`src/rtl/y86_pkg.sv`:
```
`default_nettype none
// ============================================================================
//  Module      : y86_pkg
//  Description : Shared y86 constants: instruction codes, the "no register"
//                marker and the fetch-state encodings. The controller and the
//                fetch stage both import this package.
//  Revision    : 1.0 - initial release
// ============================================================================
package y86_pkg;

  // Instruction codes (byte0[7:4])
  localparam logic [3:0] IHALT   = 4'h0;
  localparam logic [3:0] INOP    = 4'h1;
  localparam logic [3:0] IRRMOVL = 4'h2;
  localparam logic [3:0] IIRMOVL = 4'h3;
  localparam logic [3:0] IOPL    = 4'h6;

  // Register id meaning "no register"
  localparam logic [3:0] RNONE   = 4'hF;

  // Fetch-state encodings
  localparam int         FS_W    = 3;
  localparam logic [FS_W-1:0] F_OP    = 3'd0;
  localparam logic [FS_W-1:0] F_REG   = 3'd1;
  localparam logic [FS_W-1:0] F_CONST = 3'd2;
  localparam logic [FS_W-1:0] PRESENT = 3'd3;
  localparam logic [FS_W-1:0] HALTED  = 3'd4;

endpackage
`default_nettype wire

```
`src/rtl/y86_ilen.sv`:
```
`default_nettype none
// ============================================================================
//  Module      : y86_ilen
//  Description : Combinational instruction-length decoder. Maps an icode to
//                whether a register byte and/or a 4-byte constant follow, the
//                total length in bytes, and whether the icode is legal.
//                Illegal icodes report length 1.
//  Revision    : 1.0 - initial release
// ============================================================================
module y86_ilen
  import y86_pkg::*;
(
  input  logic [3:0] i_icode,
  output logic       o_need_reg,
  output logic       o_need_const,
  output logic [2:0] o_len,
  output logic       o_legal
);

  // Decode the icode into its byte layout
  always_comb begin
    o_need_reg   = 1'b0;
    o_need_const = 1'b0;
    o_len        = 3'd1;
    o_legal      = 1'b1;
    case (i_icode)
      IHALT, INOP: begin
        o_len = 3'd1;
      end
      IRRMOVL, IOPL: begin
        o_need_reg = 1'b1;
        o_len      = 3'd2;
      end
      IIRMOVL: begin
        o_need_reg   = 1'b1;
        o_need_const = 1'b1;
        o_len        = 3'd6;
      end
      default: begin
        o_legal = 1'b0;
      end
    endcase
  end

endmodule
`default_nettype wire

```
`src/rtl/y86_fetch.sv`:
```
`default_nettype none
// ============================================================================
//  Module      : y86_fetch
//  Description : y86 fetch stage. Reads instruction bytes one at a time over a
//                byte-wide request/strobe memory port, assembles 1/2/6-byte
//                instructions and hands them to decode over valid/ready.
//                Stops fetching after HALT has been accepted.
//                Optional macro Y86_FETCH_BADOP_TRAP_EN: an illegal icode
//                raises instr_error and halts fetch once accepted.
//  Revision    : 1.0 - initial release
// ============================================================================
module y86_fetch
  import y86_pkg::*;
#(
  parameter int                ADDR_W   = 32,
  parameter logic [ADDR_W-1:0] RESET_PC = '0
) (
  input  logic              clock,
  input  logic              reset,
  output logic              mem_rd,
  output logic [ADDR_W-1:0] mem_addr,
  input  logic [7:0]        mem_rdata,
  input  logic              mem_valid,
  output logic              instr_valid,
  input  logic              instr_ready,
  output logic [3:0]        icode,
  output logic [3:0]        ifun,
  output logic [3:0]        rA,
  output logic [3:0]        rB,
  output logic [31:0]       valC,
  output logic [ADDR_W-1:0] valP,
  output logic              halted,
  output logic              instr_error
);

  logic [FS_W-1:0]   r_state;
  logic [FS_W-1:0]   w_next_state;
  logic [ADDR_W-1:0] r_pc;
  logic              r_mem_rd;
  logic [ADDR_W-1:0] r_mem_addr;
  logic [3:0]        r_icode;
  logic [3:0]        r_ifun;
  logic [3:0]        r_ra;
  logic [3:0]        r_rb;
  logic [31:0]       r_valc;
  logic [ADDR_W-1:0] r_valp;
  logic [1:0]        r_k;

  logic              w_cap;
  logic              w_fetching;
  logic [ADDR_W-1:0] w_req_addr;
  logic              w_need_reg;
  logic              w_need_const;
  logic [2:0]        w_len;
  logic              w_legal;
  logic              w_trap;

  // Length decode always looks at the byte being returned; it only matters
  // when the opcode byte is captured in F_OP.
  y86_ilen u_ilen (
    .i_icode      (mem_rdata[7:4]),
    .o_need_reg   (w_need_reg),
    .o_need_const (w_need_const),
    .o_len        (w_len),
    .o_legal      (w_legal)
  );

  // A byte is taken only while our own request is outstanding, so strobes
  // that arrive after a reset abort are ignored.
  assign w_cap      = r_mem_rd & mem_valid;
  assign w_fetching = (r_state == F_OP) || (r_state == F_REG) || (r_state == F_CONST);

  // Byte address for the current fetch state
  always_comb begin
    w_req_addr = r_pc;
    case (r_state)
      F_REG:   w_req_addr = r_pc + ADDR_W'(1);
      F_CONST: w_req_addr = r_pc + ADDR_W'(2) + ADDR_W'(r_k);
      default: w_req_addr = r_pc;
    endcase
  end

  // State register
  always_ff @(posedge clock) begin
    if (reset) r_state <= F_OP;
    else       r_state <= w_next_state;
  end

  // Next-state logic: fetch states advance on byte capture, PRESENT on accept
  always_comb begin
    w_next_state = r_state;
    case (r_state)
      F_OP: begin
        if (w_cap) w_next_state = w_need_reg ? F_REG : PRESENT;
      end
      F_REG: begin
        if (w_cap) w_next_state = (r_icode == IIRMOVL) ? F_CONST : PRESENT;
      end
      F_CONST: begin
        if (w_cap && (r_k == 2'd3)) w_next_state = PRESENT;
      end
      PRESENT: begin
        if (instr_ready)
          w_next_state = ((r_icode == IHALT) || w_trap) ? HALTED : F_OP;
      end
      HALTED:  w_next_state = HALTED;
      default: w_next_state = F_OP;
    endcase
  end

  // Status outputs decoded from the state
  always_comb begin
    instr_valid = (r_state == PRESENT);
    halted      = (r_state == HALTED);
  end

  // Memory request handshake and instruction field assembly
  always_ff @(posedge clock) begin
    if (reset) begin
      r_pc       <= RESET_PC;
      r_mem_rd   <= 1'b0;
      r_mem_addr <= RESET_PC;
      r_icode    <= 4'h0;
      r_ifun     <= 4'h0;
      r_ra       <= RNONE;
      r_rb       <= RNONE;
      r_valc     <= 32'h0;
      r_valp     <= RESET_PC;
      r_k        <= 2'd0;
    end else begin
      // Raise a request in any fetch state with nothing outstanding; the
      // capture cycle drops it, which guarantees one idle cycle in between.
      if (w_fetching && !r_mem_rd) begin
        r_mem_rd   <= 1'b1;
        r_mem_addr <= w_req_addr;
      end
      if (w_cap) r_mem_rd <= 1'b0;

      case (r_state)
        F_OP: if (w_cap) begin
          r_icode <= mem_rdata[7:4];
          r_ifun  <= mem_rdata[3:0];
          r_ra    <= RNONE;
          r_rb    <= RNONE;
          r_valc  <= 32'h0;
          r_valp  <= r_pc + ADDR_W'(w_len);
        end
        F_REG: if (w_cap) begin
          r_ra <= mem_rdata[7:4];
          r_rb <= mem_rdata[3:0];
          r_k  <= 2'd0;
        end
        F_CONST: if (w_cap) begin
          r_valc[{r_k, 3'b000} +: 8] <= mem_rdata;
          r_k                        <= r_k + 2'd1;
        end
        PRESENT: if (instr_ready) begin
          r_pc <= r_valp;
        end
        default: ;
      endcase
    end
  end

`ifdef Y86_FETCH_BADOP_TRAP_EN
  logic r_err;

  // Trap flag: set when an illegal opcode byte is captured, sticky in HALTED
  always_ff @(posedge clock) begin
    if (reset)                        r_err <= 1'b0;
    else if (r_state == F_OP && w_cap) r_err <= ~w_legal;
  end

  assign w_trap      = r_err;
  assign instr_error = r_err;
`else
  logic w_unused_legal;

  assign w_unused_legal = w_legal;
  assign w_trap         = 1'b0;
  assign instr_error    = 1'b0;
`endif

  assign mem_rd   = r_mem_rd;
  assign mem_addr = r_mem_addr;
  assign icode    = r_icode;
  assign ifun     = r_ifun;
  assign rA       = r_ra;
  assign rB       = r_rb;
  assign valC     = r_valc;
  assign valP     = r_valp;

  logic w_unused_const;
  assign w_unused_const = w_need_const;

endmodule
`default_nettype wire

```
`config.mk`:
```
export PLATFORM = sky130hd
export DESIGN_NAME = y86_fetch
export DESIGN_NICKNAME = d
export VERILOG_FILES = /design/src/rtl/y86_pkg.sv /design/src/rtl/y86_ilen.sv /design/src/rtl/y86_fetch.sv
export SDC_FILE = /design/constraint.sdc
export NUM_CORES = 1
export LEC_CHECK = 0
export BUFFER_PORTS_ARGS = -buffer_cell sky130_fd_sc_hd__buf_4
export CAP_MARGIN = 20
export CORE_MARGIN = 1.5
export CORE_UTILIZATION = 30
export CTS_CLUSTER_DIAMETER = 60
export CTS_CLUSTER_SIZE = 16
export DETAILED_ROUTE_END_ITERATION = 8
export GPL_TIMING_DRIVEN = 0
export HOLD_SLACK_MARGIN = 0.05
export PLACE_DENSITY = 0.45
export SLEW_MARGIN = 10
export SYNTH_ARGS = -nofsm -noshare
export SYNTH_HDL_FRONTEND = slang
export SYNTH_SLANG_ARGS = --single-unit
```
`constraint.sdc`:
```
create_clock -name clock -period 4.5 [get_ports clock]
set_input_delay 0.675 -clock clock [delete_from_list [all_inputs] [get_ports clock]]
set_output_delay 0.675 -clock clock [all_outputs]
set_load 0.02 [all_outputs]
```
==> impl_table.tex <==
\begin{tabular}{lr}
\hline
Metric & Value \\
\hline
\multicolumn{2}{l}{\textbf{STA}} \\
Least-Margin Pin Slew & 0.8595 ns \\
Final Max Slew Viols & 0 \\
Normalized max-slew margin & 0.4226 \\
RSZ-0062 raised after global routing & no \\
Final Setup Violations & 0 \\
Final period demand of the worst path & 2.817 ns \\
Max Freq & 355.0 MHz \\
Ratio of final minimum period to clock period & 0.6260 \\
Setup total negative slack & 0 ns \\
Final count of hold timing violations & 0 \\
Fin Clk Skew & 0.01275 ns \\
\multicolumn{2}{l}{\textbf{Cells and area}} \\
Fill count & 2502 \\
Most common cell after layout, fill and taps aside & sky130\_fd\_sc\_hd\_\_dfxtp\_1 \\
Leading cell types in the layout, fill and taps excluded & sky130\_fd\_sc\_hd\_\_dfxtp\_1, sky130\_fd\_sc\_hd\_\_buf\_4, sky130\_fd\_sc\_hd\_\_nor2\_1 \\
Area delta synth->final & 27.70\% \\
Post-layout nets & 1035 \\
Non-filler cells, final & 1341 \\
Proportion of layout cells with a drive suffix above 1 & 0.1998 \\
\multicolumn{2}{l}{\textbf{Critical path}} \\
Required time at the worst-slack endpoint & 4.84 ns \\
Worst Path Arrival & 3.15 ns \\
Worst-path fanout max & 8 \\
Worst setup EP type & flip-flop \\
Register-to-Register Path Depth & 10 \\
Class of the most critical setup path & input port to flip-flop \\
End of the worst register-to-register path & mem\_addr[17]\$\_SDFFE\_PP0P\_ \\
Startpoint Class & input port \\
Beginning of the worst register-to-register path & r\_k[1]\$\_SDFFE\_PP0P\_ \\
Reg-to-reg slack, setup & 1.70 ns \\
Critical path destination & valP[31]\$\_SDFFE\_PP0P\_ \\
Crit path from & mem\_rdata[4] \\
\multicolumn{2}{l}{\textbf{Global route}} \\
Total global-route track usage & 0.2053 \\
Pin count of the biggest net entering global routing & 17 \\
First-pass GRT wire length & 38260 um \\
Via count of the first global-routing pass & 6470 \\
Initial antenna violation count & 0 \\
Grt total ovfl & 0 \\
\multicolumn{2}{l}{\textbf{Drt}} \\
DRC violation total after the first TritonRoute iteration & 359 \\
Routed length per placed instance & 18.43 um \\
Detailed-route wire length & 24710 um \\
Post-detailed-route via-to-cell ratio & 4.962 \\
Total vias in the final route & 6654 \\
Number of routed nets with antenna violations & 0 \\
DR DRC count & 0 \\
Pre-antenna DRT Iters & 5 \\
\multicolumn{2}{l}{\textbf{Placement}} \\
Number of cells after detailed placement & 1307 \\
Buffers on Ports & 125 \\
GP Congestion & 0.8516 \\
Placed wire-length estimate & 17970 um \\
\multicolumn{2}{l}{\textbf{Clock tree}} \\
Post-CTS Hold Fix Bufs & 0 \\
Number of gates given a new drive strength after cts & 0 \\
H-Tree Level Count & 4 \\
CTS max path bufs & 2 \\
Number of CTS-inserted buffers & 17 \\
Clock latency reported for the late side of the worst-skew pair & 0.43 ns \\
Postcts setup bufs & 0 \\
Root buffer cell & sky130\_fd\_sc\_hd\_\_clkbuf\_16 \\
Clock slew at reported path FFs & 0.07 ns \\
TritonCTS clock tree & yes \\
\# clock sinks & 150 \\
\multicolumn{2}{l}{\textbf{Floorplanning}} \\
Core Region & 23400 um2 \\
Number of placement rows & 56 \\
Die height & 157.3 um \\
Number of I/O pins & 128 \\
Overall die area & 24740 um2 \\
Chip Width & 157.3 um \\
Starting density of the core & 0.3051 \\
\multicolumn{2}{l}{\textbf{Synth}} \\
Count of flip-flops with a built-in enable after synthesis & 0 \\
Warnings from Yosys & 0 \\
Post-Syn Area & 7141 um2 \\
Flip-flop and latch count after synthesis & 150 \\
Sequential cell area fraction in the yosys report & 0.4205 \\
Ys flop type & sky130\_fd\_sc\_hd\_\_dfxtp\_1 \\
Count of mapped cells out of synthesis & 862 \\
Ranking of synthesized cells by area & sky130\_fd\_sc\_hd\_\_dfxtp\_1, sky130\_fd\_sc\_hd\_\_nor2\_1, sky130\_fd\_sc\_hd\_\_nand2\_1, sky130\_fd\_sc\_hd\_\_a211oi\_1, sky130\_fd\_sc\_hd\_\_a21oi\_1 \\
Distinct cell type count of the synthesized netlist & 61 \\
Number of nets produced by synthesis & 889 \\
Synthesized area per cell & 8.284 um2 \\
Yosys top cell area share & 0.4205 \\
Async S/R FF share, synth & 0 \\
Cell type contributing the most total cell area after synthesis & sky130\_fd\_sc\_hd\_\_dfxtp\_1 \\
\multicolumn{2}{l}{\textbf{Pwr}} \\
Total power per unit cell area & 364.1 nW/um2 \\
Leakage component of the power & 0.003309 uW \\
Worst VDD drop & 0.2182 mV \\
\multicolumn{2}{l}{\textbf{Run status}} \\
Result of the run & finished, final reports clean \\
\multicolumn{2}{l}{\textbf{Job}} \\
Max-cap violations & 0 \\
\multicolumn{2}{l}{\textbf{Worst hold path}} \\
Hold Crit Depth & 2 \\
Worst hold path type & flip-flop to flip-flop \\
Startpoint of the most critical hold path & ifun[3]\$\_SDFFE\_PP0P\_ \\
\hline
\end{tabular}
## layout make-up
cell class                      instances  area (um2)  share of cell area
Multi-Input combinational cell        621        3756              0.4119
Sequential cell                       150        3003              0.3293
Tap cell                              319       399.1             0.04377
Clock inverter                         14       188.9             0.02072
Timing Repair Buffer                  127       948.4              0.1040
Buffer                                 76       325.3             0.03568
Antenna cell                            1       2.502           0.0002744
Clock buffer                           18       439.2             0.04816
Inverter                               15       56.30            0.006175
## metal layers
layer | vias up | share of wire | track usage
li1 | 3310 | - | -
met3 | 26 | 0.070 | 0.05920
met4 | 0 | 0.015 | 0.05571
met5 | - | 0 | 0
met2 | 186 | 0.44 | 0.3128
met1 | 3132 | 0.48 | 0.2818
## metrics by stage
step	util	setup WS, ns	total power [uW]	instance area (um2)	hold WS [ns]
global placement	0.3623	0.8908	1802	8478	0.4429
global route	0.3895	1.488	3439	9116	0.4777
finish	0.3896	1.683	3320	9119	0.4657
floorplan	-	1.985	1642	7141	0.4628
CTS	0.3893	1.683	3356	9111	0.4623
detailed placement	0.3625	1.266	1803	8483	0.4491
## flip-flops by register name (all words and copies together) (netlist names)
signal / count
r_k: 2
r_state: 3
icode: 4
valC: 32
ifun: 4
rA: 4
mem_rd: 1
r_pc: 32
valP: 32
rB: 4
mem_addr: 32
## where the power goes
group / switching [uW] / internal [uW]
sequential: 35.4 / 1370
combinational: 236 / 125
clock: 645 / 905
total: 916 / 2400
## worst min-delay path by stage
stage | endpoint | slack (ns)
floorplan | r_pc[27]$_SDFFE_PP0P_ | 0.46
global placement | mem_addr[3]$_SDFFE_PP0P_ | 0.44
detailed placement | mem_addr[4]$_SDFFE_PP0P_ | 0.45
CTS | ifun[3]$_SDFFE_PP0P_ | 0.46
global route | mem_addr[4]$_SDFFE_PP0P_ | 0.48
finish | ifun[3]$_SDFFE_PP0P_ | 0.47
## worst max-delay path, cell delays in order
cell	delay [ns]
sky130_fd_sc_hd__buf_4	0.16
sky130_fd_sc_hd__nor4bb_1	0.39
sky130_fd_sc_hd__ha_1	0.26
sky130_fd_sc_hd__a21oi_1	0.15
sky130_fd_sc_hd__a2111oi_2	0.58
sky130_fd_sc_hd__buf_2	0.30
sky130_fd_sc_hd__nand4_1	0.16
sky130_fd_sc_hd__xor2_1	0.20
sky130_fd_sc_hd__a211oi_1	0.27
## cells by family after synthesis
group,Yosys count,share of synthesized area
compound gates,199,0.1949
xor+xnor,51,0.06255
fa+ha+maj,15,0.02839
other cells,1,0.0005252
flops,150,0.4205
buf+inv,91,0.05344
simple gates,355,0.2397
## cells in the mapped netlist (all sizes together) (2+ instances only)
cell type,instances
nor2,119
nor4bb,2
a22oi,33
nor4,9
a211o,3
and2,3
xnor2,28
o31a,2
nand2,118
clkbuf,55
fa,2
and3,3
nand4,20
a221oi,2
and4,3
a211oi,59
nand2b,9
dfxtp,150
inv,15
a31oi,2
ha,13
nor3,20
nand3,27
o31ai,2
o22ai,2
a21o,2
or3b,2
nand3b,10
xor2,23
a21oi,58
or3,3
o21ai,21
a2111oi,6
nor3b,3
buf,21
Power figures use the tool's default switching activity.
